===== src/rtl/score_bcd_counter_pkg.sv =====
// Shared widths, limits, default point values and the judgement event type
// for the rhythm-game score/combo tracker.
package score_bcd_counter_pkg;

  localparam int BCD_W        = 4;
  localparam int SCORE_DIGITS = 4;
  localparam int COMBO_DIGITS = 2;

  localparam logic [SCORE_DIGITS*BCD_W-1:0] BCD_MAX_SCORE = 16'h9999;
  localparam logic [COMBO_DIGITS*BCD_W-1:0] BCD_MAX_COMBO = 8'h99;

  localparam int DEF_PERFECT_PTS    = 3;
  localparam int DEF_GOOD_PTS       = 1;
  localparam int DEF_COMBO_BONUS_AT = 10;

  typedef enum logic [1:0] {
    EV_NONE,
    EV_PERFECT,
    EV_GOOD,
    EV_MISS
  } event_t;

  // Converts a small constant (0..99) into two packed BCD digits.
  function automatic logic [7:0] to_bcd2(input int unsigned v);
    return {4'(v / 10), 4'(v % 10)};
  endfunction

endpackage


===== src/rtl/score_bcd_counter_bcd_digit_add.sv =====
// Single decimal digit adder: a + b + cin with decimal carry out.
module bcd_digit_add
  import score_bcd_counter_pkg::*;
(
  input  logic [BCD_W-1:0] a,
  input  logic [BCD_W-1:0] b,
  input  logic             cin,
  output logic [BCD_W-1:0] sum,
  output logic             cout
);

  logic [BCD_W:0] raw;

  // Operands are legal BCD, so raw never exceeds 19 and one correction suffices.
  always_comb begin
    raw  = {1'b0, a} + {1'b0, b} + {{BCD_W{1'b0}}, cin};
    cout = (raw > (BCD_W+1)'(9));
    sum  = cout ? BCD_W'(raw - (BCD_W+1)'(10)) : raw[BCD_W-1:0];
  end

endmodule


===== src/rtl/score_bcd_counter.sv =====
// Score and combo tracker: turns perfect/good/miss judgement pulses into a
// 4-digit BCD score, 2-digit BCD combo, sticky saturation flag and event strobe.
module score_bcd_counter
  import score_bcd_counter_pkg::*;
#(
  parameter int PERFECT_PTS    = DEF_PERFECT_PTS,
  parameter int GOOD_PTS       = DEF_GOOD_PTS,
  parameter int COMBO_BONUS_AT = DEF_COMBO_BONUS_AT
) (
  input  logic                          clk,
  input  logic                          reset,
  input  logic                          clear,
  input  logic                          enable,
  input  logic                          hit_perfect,
  input  logic                          hit_good,
  input  logic                          miss,
  output logic [SCORE_DIGITS*BCD_W-1:0] score_digits,
  output logic [COMBO_DIGITS*BCD_W-1:0] combo_digits,
  output logic                          score_sat,
  output logic                          event_valid
);

  localparam logic [7:0] PERFECT_BCD     = to_bcd2(PERFECT_PTS);
  localparam logic [7:0] PERFECT_DBL_BCD = to_bcd2(2 * PERFECT_PTS);
  localparam logic [7:0] GOOD_BCD        = to_bcd2(GOOD_PTS);
  localparam logic [7:0] GOOD_DBL_BCD    = to_bcd2(2 * GOOD_PTS);

  event_t                          ev;
  logic                            bonus;
  logic [6:0]                      combo_bin;
  logic [7:0]                      pts;
  logic [SCORE_DIGITS*BCD_W-1:0]   addend;
  logic [SCORE_DIGITS*BCD_W-1:0]   score_sum;
  logic [SCORE_DIGITS*BCD_W-1:0]   score_next;
  logic [SCORE_DIGITS:0]           s_carry;
  logic [COMBO_DIGITS*BCD_W-1:0]   combo_sum;
  logic [COMBO_DIGITS*BCD_W-1:0]   combo_next;
  logic [COMBO_DIGITS:0]           c_carry;

  // One event per cycle; clear and a low enable suppress every judgement.
  always_comb begin
    ev = EV_NONE;
    if (enable && !clear) begin
      if (hit_perfect)   ev = EV_PERFECT;
      else if (hit_good) ev = EV_GOOD;
      else if (miss)     ev = EV_MISS;
    end
  end

  always_comb begin
    combo_bin = {3'b000, combo_digits[7:4]} * 7'd10 + {3'b000, combo_digits[3:0]};
    bonus     = (combo_bin >= 7'(COMBO_BONUS_AT));
    pts       = 8'h00;
    case (ev)
      EV_PERFECT: pts = bonus ? PERFECT_DBL_BCD : PERFECT_BCD;
      EV_GOOD:    pts = bonus ? GOOD_DBL_BCD : GOOD_BCD;
      default:    pts = 8'h00;
    endcase
    addend = {{(SCORE_DIGITS*BCD_W-8){1'b0}}, pts};
  end

  assign s_carry[0] = 1'b0;
  assign c_carry[0] = 1'b1;

  for (genvar i = 0; i < SCORE_DIGITS; i++) begin : g_score
    bcd_digit_add u_add (
      .a    (score_digits[i*BCD_W +: BCD_W]),
      .b    (addend[i*BCD_W +: BCD_W]),
      .cin  (s_carry[i]),
      .sum  (score_sum[i*BCD_W +: BCD_W]),
      .cout (s_carry[i+1])
    );
  end

  // Combo increment rides the same digit adder with a zero addend and carry-in.
  for (genvar i = 0; i < COMBO_DIGITS; i++) begin : g_combo
    bcd_digit_add u_inc (
      .a    (combo_digits[i*BCD_W +: BCD_W]),
      .b    ({BCD_W{1'b0}}),
      .cin  (c_carry[i]),
      .sum  (combo_sum[i*BCD_W +: BCD_W]),
      .cout (c_carry[i+1])
    );
  end

  assign score_next = s_carry[SCORE_DIGITS] ? BCD_MAX_SCORE : score_sum;
  assign combo_next = c_carry[COMBO_DIGITS] ? BCD_MAX_COMBO : combo_sum;

  always_ff @(posedge clk or posedge reset) begin
    if (reset) begin
      score_digits <= '0;
      combo_digits <= '0;
      score_sat    <= 1'b0;
      event_valid  <= 1'b0;
    end else if (clear) begin
      score_digits <= '0;
      combo_digits <= '0;
      score_sat    <= 1'b0;
      event_valid  <= 1'b0;
    end else begin
      event_valid <= (ev != EV_NONE);
      case (ev)
        EV_PERFECT, EV_GOOD: begin
          score_digits <= score_next;
          combo_digits <= combo_next;
          if (s_carry[SCORE_DIGITS]) score_sat <= 1'b1;
        end
        EV_MISS: combo_digits <= '0;
        default: ;
      endcase
    end
  end

endmodule

===== config.mk =====
export PLATFORM = sky130hd
export DESIGN_NAME = score_bcd_counter
export DESIGN_NICKNAME = d
export VERILOG_FILES = /design/src/rtl/score_bcd_counter_pkg.sv /design/src/rtl/score_bcd_counter_bcd_digit_add.sv /design/src/rtl/score_bcd_counter.sv
export SDC_FILE = /design/constraint.sdc
export NUM_CORES = 1
export LEC_CHECK = 0
export ABC_AREA = 1
export BUFFER_PORTS_ARGS = -buffer_cell sky130_fd_sc_hd__buf_2
export CORE_ASPECT_RATIO = 0.8
export CORE_MARGIN = 4
export CORE_UTILIZATION = 40
export CTS_CLUSTER_DIAMETER = 40
export DETAILED_ROUTE_END_ITERATION = 10
export GPL_ROUTABILITY_DRIVEN = 0
export HOLD_SLACK_MARGIN = 0.1
export PLACE_DENSITY_LB_ADDON = 0.12
export RECOVER_POWER = 25
export SYNTH_ARGS = -nofsm -noshare
export SYNTH_HDL_FRONTEND = slang
export SYNTH_SLANG_ARGS = --single-unit

===== constraint.sdc =====
create_clock -name clk -period 7.1 [get_ports clk]
set_clock_uncertainty 0.1 [all_clocks]
set_input_delay 0.355 -clock clk [delete_from_list [all_inputs] [get_ports clk]]
set_output_delay 0.355 -clock clk [all_outputs]
set_load 0.01 [all_outputs]

Yosys cells after proc, flatten, opt, wreduce, memory -nomap -nowiden. Index checks and enable logic that the tools add are counted.

Output and inout bits: 26. Input bits: 7. Bits in registers: 26. Logic and storage cells: 56.

Multiplexer cells: 21. $add $sub $neg: 12. Multiply operators: 1. Reduce and logical (&&, ||, !) cells: 8. Magnitude comparators: 7. Equal/unequal tests: 3.

Operators by type and width (count): $mux W16 (3); $gt A5 B4 Y1 const B (6); $mux W4 (4); $mux W8 (2); $pmux W8 S2 (1); $sub A4 B4 Y4 const B (4); $add A4 B1 Y5 (3); $add A4 B1 Y5 const B (2); $mux W2 (5); $add A7 B4 Y7 (1); $ge A7 B4 Y1 const B (1); $mul A4 B3 Y6 const B (1); $pmux W3 S2 (1); $reduce_bool A2 Y1 (3); $add A4 B3 Y5 (1); $add A5 B1 Y5 (1); $eq A2 B2 Y1 const B (2); $mux W1 (4); $mux W3 (1); $reduce_bool A3 Y1 (1); $eq A2 B1 Y1 const B (1); $reduce_and A2 Y1 (1); $reduce_or A2 Y1 (1); $logic_and A1 B1 Y1 (1); $logic_not A1 Y1 (1).

Depth between registers and ports, before layout.
Depth in word-level cells: 17. Gate-level depth with buffers: 40. Mapped depth without buffers: 40.

Cells and area by module. From an unflattened synthesis, not the netlist that was laid out.

Cell total of the unflattened synthesis: 461. Area total of the unflattened synthesis: 3255.6 um^2.

Modules (own cells, without submodules): score_bcd_counter (cells an instance 185, sequential area each 650.6 um^2, times used 1, area an instance 1462.7 um^2); bcd_digit_add at g_combo[0].u_inc ... (cells an instance 45, sequential area each 0.0 um^2, times used 3, area an instance 299.0 um^2); bcd_digit_add at g_score[2].u_add ... (cells an instance 47, sequential area each 0.0 um^2, times used 2, area an instance 300.3 um^2); bcd_digit_add at g_score[1].u_add (cells an instance 47, sequential area each 0.0 um^2, times used 1, area an instance 295.3 um^2).

Least setup slack after synthesis. No wires, ideal clock.

Path kind: flip-flop to flip-flop. From: register combo_digits[5]. To: register score_digits[1]. Buffers on the path: 0. Clock period less this slack: 5.894 ns. Required time: 6.926 ns. Library setup time: 0.074 ns. Cell stages (with the launch flop): 40. Setup slack: 1.206 ns. Arrival time: 5.720 ns. Cell sequence: dfrtp_1 ha_1 ha_1 fa_1 nand2_1 inv_1 nand2_1 xor2_1 nand2_1 nor2_1 ha_1 inv_1 fa_1 xor2_2 nand2_2 nand3_2 nand2_2 ha_1 (+4 left out) nand2_1 nand2_2 ha_1 ha_1 xor2_1 inv_1 nand2_1 nand2_1 nand2_2 ha_1 ha_1 a21boi_0 o21ai_1 nand2_2 inv_4 nor2_8 nand2_1 o21ai_2.

Cells in the longest elaborated chain, start to end: 16. Elaborated cells between the ends (all ways): 19. Classes of those cells: add/sub: 6; mul: 1; order compare: 5; mux: 7.

Ends and longest elaborated chain: start: declaration (RTL line score_bcd_counter.sv:18) `output logic [COMBO_DIGITS*BCD_W-1:0] combo_digits,`; start signal: assignment (RTL line score_bcd_counter.sv:105) `combo_digits <= combo_next;`; $mul A4 B3 Y6 * (RTL line score_bcd_counter.sv:51) `combo_bin = {3'b000, combo_digits[7:4]} * 7'd10 + {3'b000, combo_digits[3:0]};`; $add A7 B4 Y7 * (RTL line score_bcd_counter.sv:51); $ge A7 B4 Y1 * (RTL line score_bcd_counter.sv:52) `bonus = (combo_bin >= 7'(COMBO_BONUS_AT));`; $mux W2 / $mux W3 (equally long branches) (RTL line score_bcd_counter.sv:56, score_bcd_counter.sv:55); $pmux W3 S2 * (RTL line score_bcd_counter.sv:54) `case (ev)`; $add A4 B3 Y5 * (RTL line score_bcd_counter_bcd_digit_add.sv:16) `raw = {1'b0, a} + {1'b0, b} + {{BCD_W{1'b0}}, cin};`; $gt A5 B4 Y1 (RTL line score_bcd_counter_bcd_digit_add.sv:17) `cout = (raw > (BCD_W+1)'(9));`; $add A5 B1 Y5 (RTL line score_bcd_counter_bcd_digit_add.sv:16); $gt A5 B4 Y1 (RTL line score_bcd_counter_bcd_digit_add.sv:17); $add A4 B1 Y5 (RTL line score_bcd_counter_bcd_digit_add.sv:16); $gt A5 B4 Y1 (RTL line score_bcd_counter_bcd_digit_add.sv:17); $add A4 B1 Y5 (RTL line score_bcd_counter_bcd_digit_add.sv:16); $gt A5 B4 Y1 (RTL line score_bcd_counter_bcd_digit_add.sv:17); $mux W16 * (RTL line score_bcd_counter.sv:86) `assign score_next = s_carry[SCORE_DIGITS] ? BCD_MAX_SCORE : score_sum;`; $mux W16 * (RTL line score_bcd_counter.sv:102) `case (ev)`; $mux W16 * (RTL line score_bcd_counter.sv:95) `end else if (clear) begin`; end signal: assignment (RTL line score_bcd_counter.sv:104) `score_digits <= score_next;`; end: declaration (RTL line score_bcd_counter.sv:17) `output logic [SCORE_DIGITS*BCD_W-1:0] score_digits,`.

Mark *: on every way between the ends. The rest lies on a longest branch, timed or not. The select of a mux whose other input is x is not followed. A chain may end at the register's enable or synchronous reset.

Final worst setup path. Ends and elaborated chain as after synthesis.

==> out/qor.csv <==
metric,value,unit
status,"finished, final reports clean",
DR iter-0 viols,64,
diode count,0,
H-tree depth,1,
"EDFF count, synth",0,
"Buf+Inv Stages, Crit Path",5,
pin count of the biggest net entering global routing,27,
worst setup slack after layout,0.631,ns
syn_nets,313,
GRT overflow,0,
Nets,349,
Final Hold Vio Count,0,
"Largest stage delay, worst path",0.51,ns
clock sink count,26,
post-CTS resize count,0,
"count leader, synth",nand2_1,
DP Area,2380,um^2
worst-path maximum fanout,7,
Final Setup Violations,0,
Internal Power,234,uW
Remaining DRCs,0,
sequential fraction of the synthesis area,30.3,%
I/O Buffers,32,
layout cells sized above 1,19.9,%
"Design Area, Final",2460,um^2
unrepaired setup endpoints after global routing,false,
first-pass detailed-route iteration total,4,
final std cells w/o fill,373,
WL final,4.58,mm
clock share of power,41.6,%
CTS tree,built,
Critical Path End Type,flip-flop,
Worst R2R End,score_digits[1],
Core Area,5090,um^2
Max Cap Viol,0,
fmax,155,MHz
Synth area leader,dfrtp_1,
die area,6610,um^2
Worst slew margin,30.6,%
Hold Path Class,input pin to asynchronous set/reset pin,
Psw,75.0,uW
"flops & latches, synth",26,
WP data required,7.22,ns
"top cells by area, synth","dfrtp_1, ha_1, nand2_1, inv_1, nand3_1",
Power Density,126,nW/um^2
# fillers,511,
combinational power share,9.6,%
critical path type,flip-flop to flip-flop,
routed via count,1787,
post-route ant nets,0,
ys flop type,dfrtp_1,
CP startpoint kind,flip-flop,
Rows,23,
data arrival time of the critical path,6.59,ns
placed wire-length estimate,3.62,mm
pre-CTS setup slack,0.628,ns
Post-Syn Area per Cell,7.78,um^2
Setup TNS,0,ns
root cell of the clock tree,clkbuf_8,
"Cell Area, Synth",2150,um^2
clock buffer depth,2,
Synth Instances,276,
share of the synthesized area in the top cell type,30.3,%
Post-CTS Setup Bufs,0,
routed len/inst,12.3,um
clk_lat worst skew,0.28,ns
# placed instances,369,
Total GRT Usage,15.2,%
Tmin final,6.47,ns
r2r startpoint,combo_digits[5],
CP max stage cell,fa_1,
library cells used by synthesis,30,
Least-Margin Pin Slew,1.04,ns
fraction of registers with async set/reset,100,%
"Reg clk slew, reported paths",0.10,ns
Final Max Slew Viols,0,
worst hold slack,0.209,ns
VDD IR-drop max,85.6,uV
clock buffer count from CTS,3,
FF-to-FF path depth,39,
utilization after layout,48.2,%
commonest cells in the synthesized netlist,"nand2_1, inv_1, ha_1, nand3_1, dfrtp_1",
vias per std cell,4.79,
I/O pin total,33,
final worst-path cycle share,91.1,%
Leak Pwr,1.44,nW
Sequential Power Share,48.9,%
"delay-heaviest family, CP",adder cells,
initial antenna violation count,0,
Tot Pwr,309,uW
first-pass GRT wire length,8.07,mm
synthesis warning total,0,
switch share,24.3,%
vias in the first global route,1680,
Die X,89.9,um
Die Y,73.6,um
R2R setup slack,0.63,ns
Initial Util,42.2,%
hold_buf cts,0,
Layout area overhead,14.3,%
## how the worst max path moves through the flow
| stage | start | end | cells after the start |
|---|---|---|---|
| floorplan | combo_digits[5] | score_digits[1] | 39 |
| global placement | combo_digits[5] | score_digits[1] | 39 |
| detailed placement | combo_digits[5] | score_digits[1] | 38 |
| CTS | combo_digits[5] | score_digits[1] | 38 |
| global route | combo_digits[5] | score_digits[5] | 39 |
| finish | combo_digits[5] | score_digits[1] | 39 |
## power by group through the flow
stage	registers [mW]	logic (mW)	clock network [mW]
2_1_floorplan	0.154	0.0204	0
3_3_place_gp	0.154	0.0300	0
3_5_place_dp	0.154	0.0303	0
4_1_cts	0.151	0.0305	0.131
5_1_grt	0.151	0.0341	0.137
6_report	0.151	0.0296	0.128
## layout make-up
type	count	area (um^2)	area share (%)
Multi-Input combinational cell	208	1340	54.5
Sequential cell	26	651	26.5
Timing Repair Buffer	32	160	6.52
Inverter	41	159	6.47
Tap cell	62	77.6	3.16
Clock buffer	3	41.3	1.68
Clock inverter	1	30.0	1.22
## cell usage in the layout (no fill, tap or decap), types with 4 or more instances in the layout
cell,count
ha_1,27
dfrtp_1,26
nand3_1,27
xor2_1,6
nor2_4,4
o21ai_0,9
inv_1,36
nand2_1,79
buf_2,32
a21oi_1,8
nand2_2,8
nor2_1,9
## layer usage
metal / wire length, um / global-route usage [%] / vias up
met5: 0 / 0 / -
met4: 46 / 3.57 / 0
met3: 265 / 4.09 / 4
met2: 1810 / 22.3 / 39
met1: 2460 / 22.3 / 778
li1: - / - / 966
## registers in the layout, summed over array words and instances (netlist names)
| name | flops |
|---|---|
| combo_digits | 8 |
| event_valid | 1 |
| score_digits | 16 |
| score_sat | 1 |
## cell families after synthesis
group                      synth area share (%)
AOI/OAI and AO/OA                          9.84
buffers and inverters                      7.57
DFF                                        30.3
adders and majority gates                  18.5
xor gates and xnor gates                   4.43
and+or+nand+nor                            29.4
No activity file was read; power rests on OpenSTA's default activity.
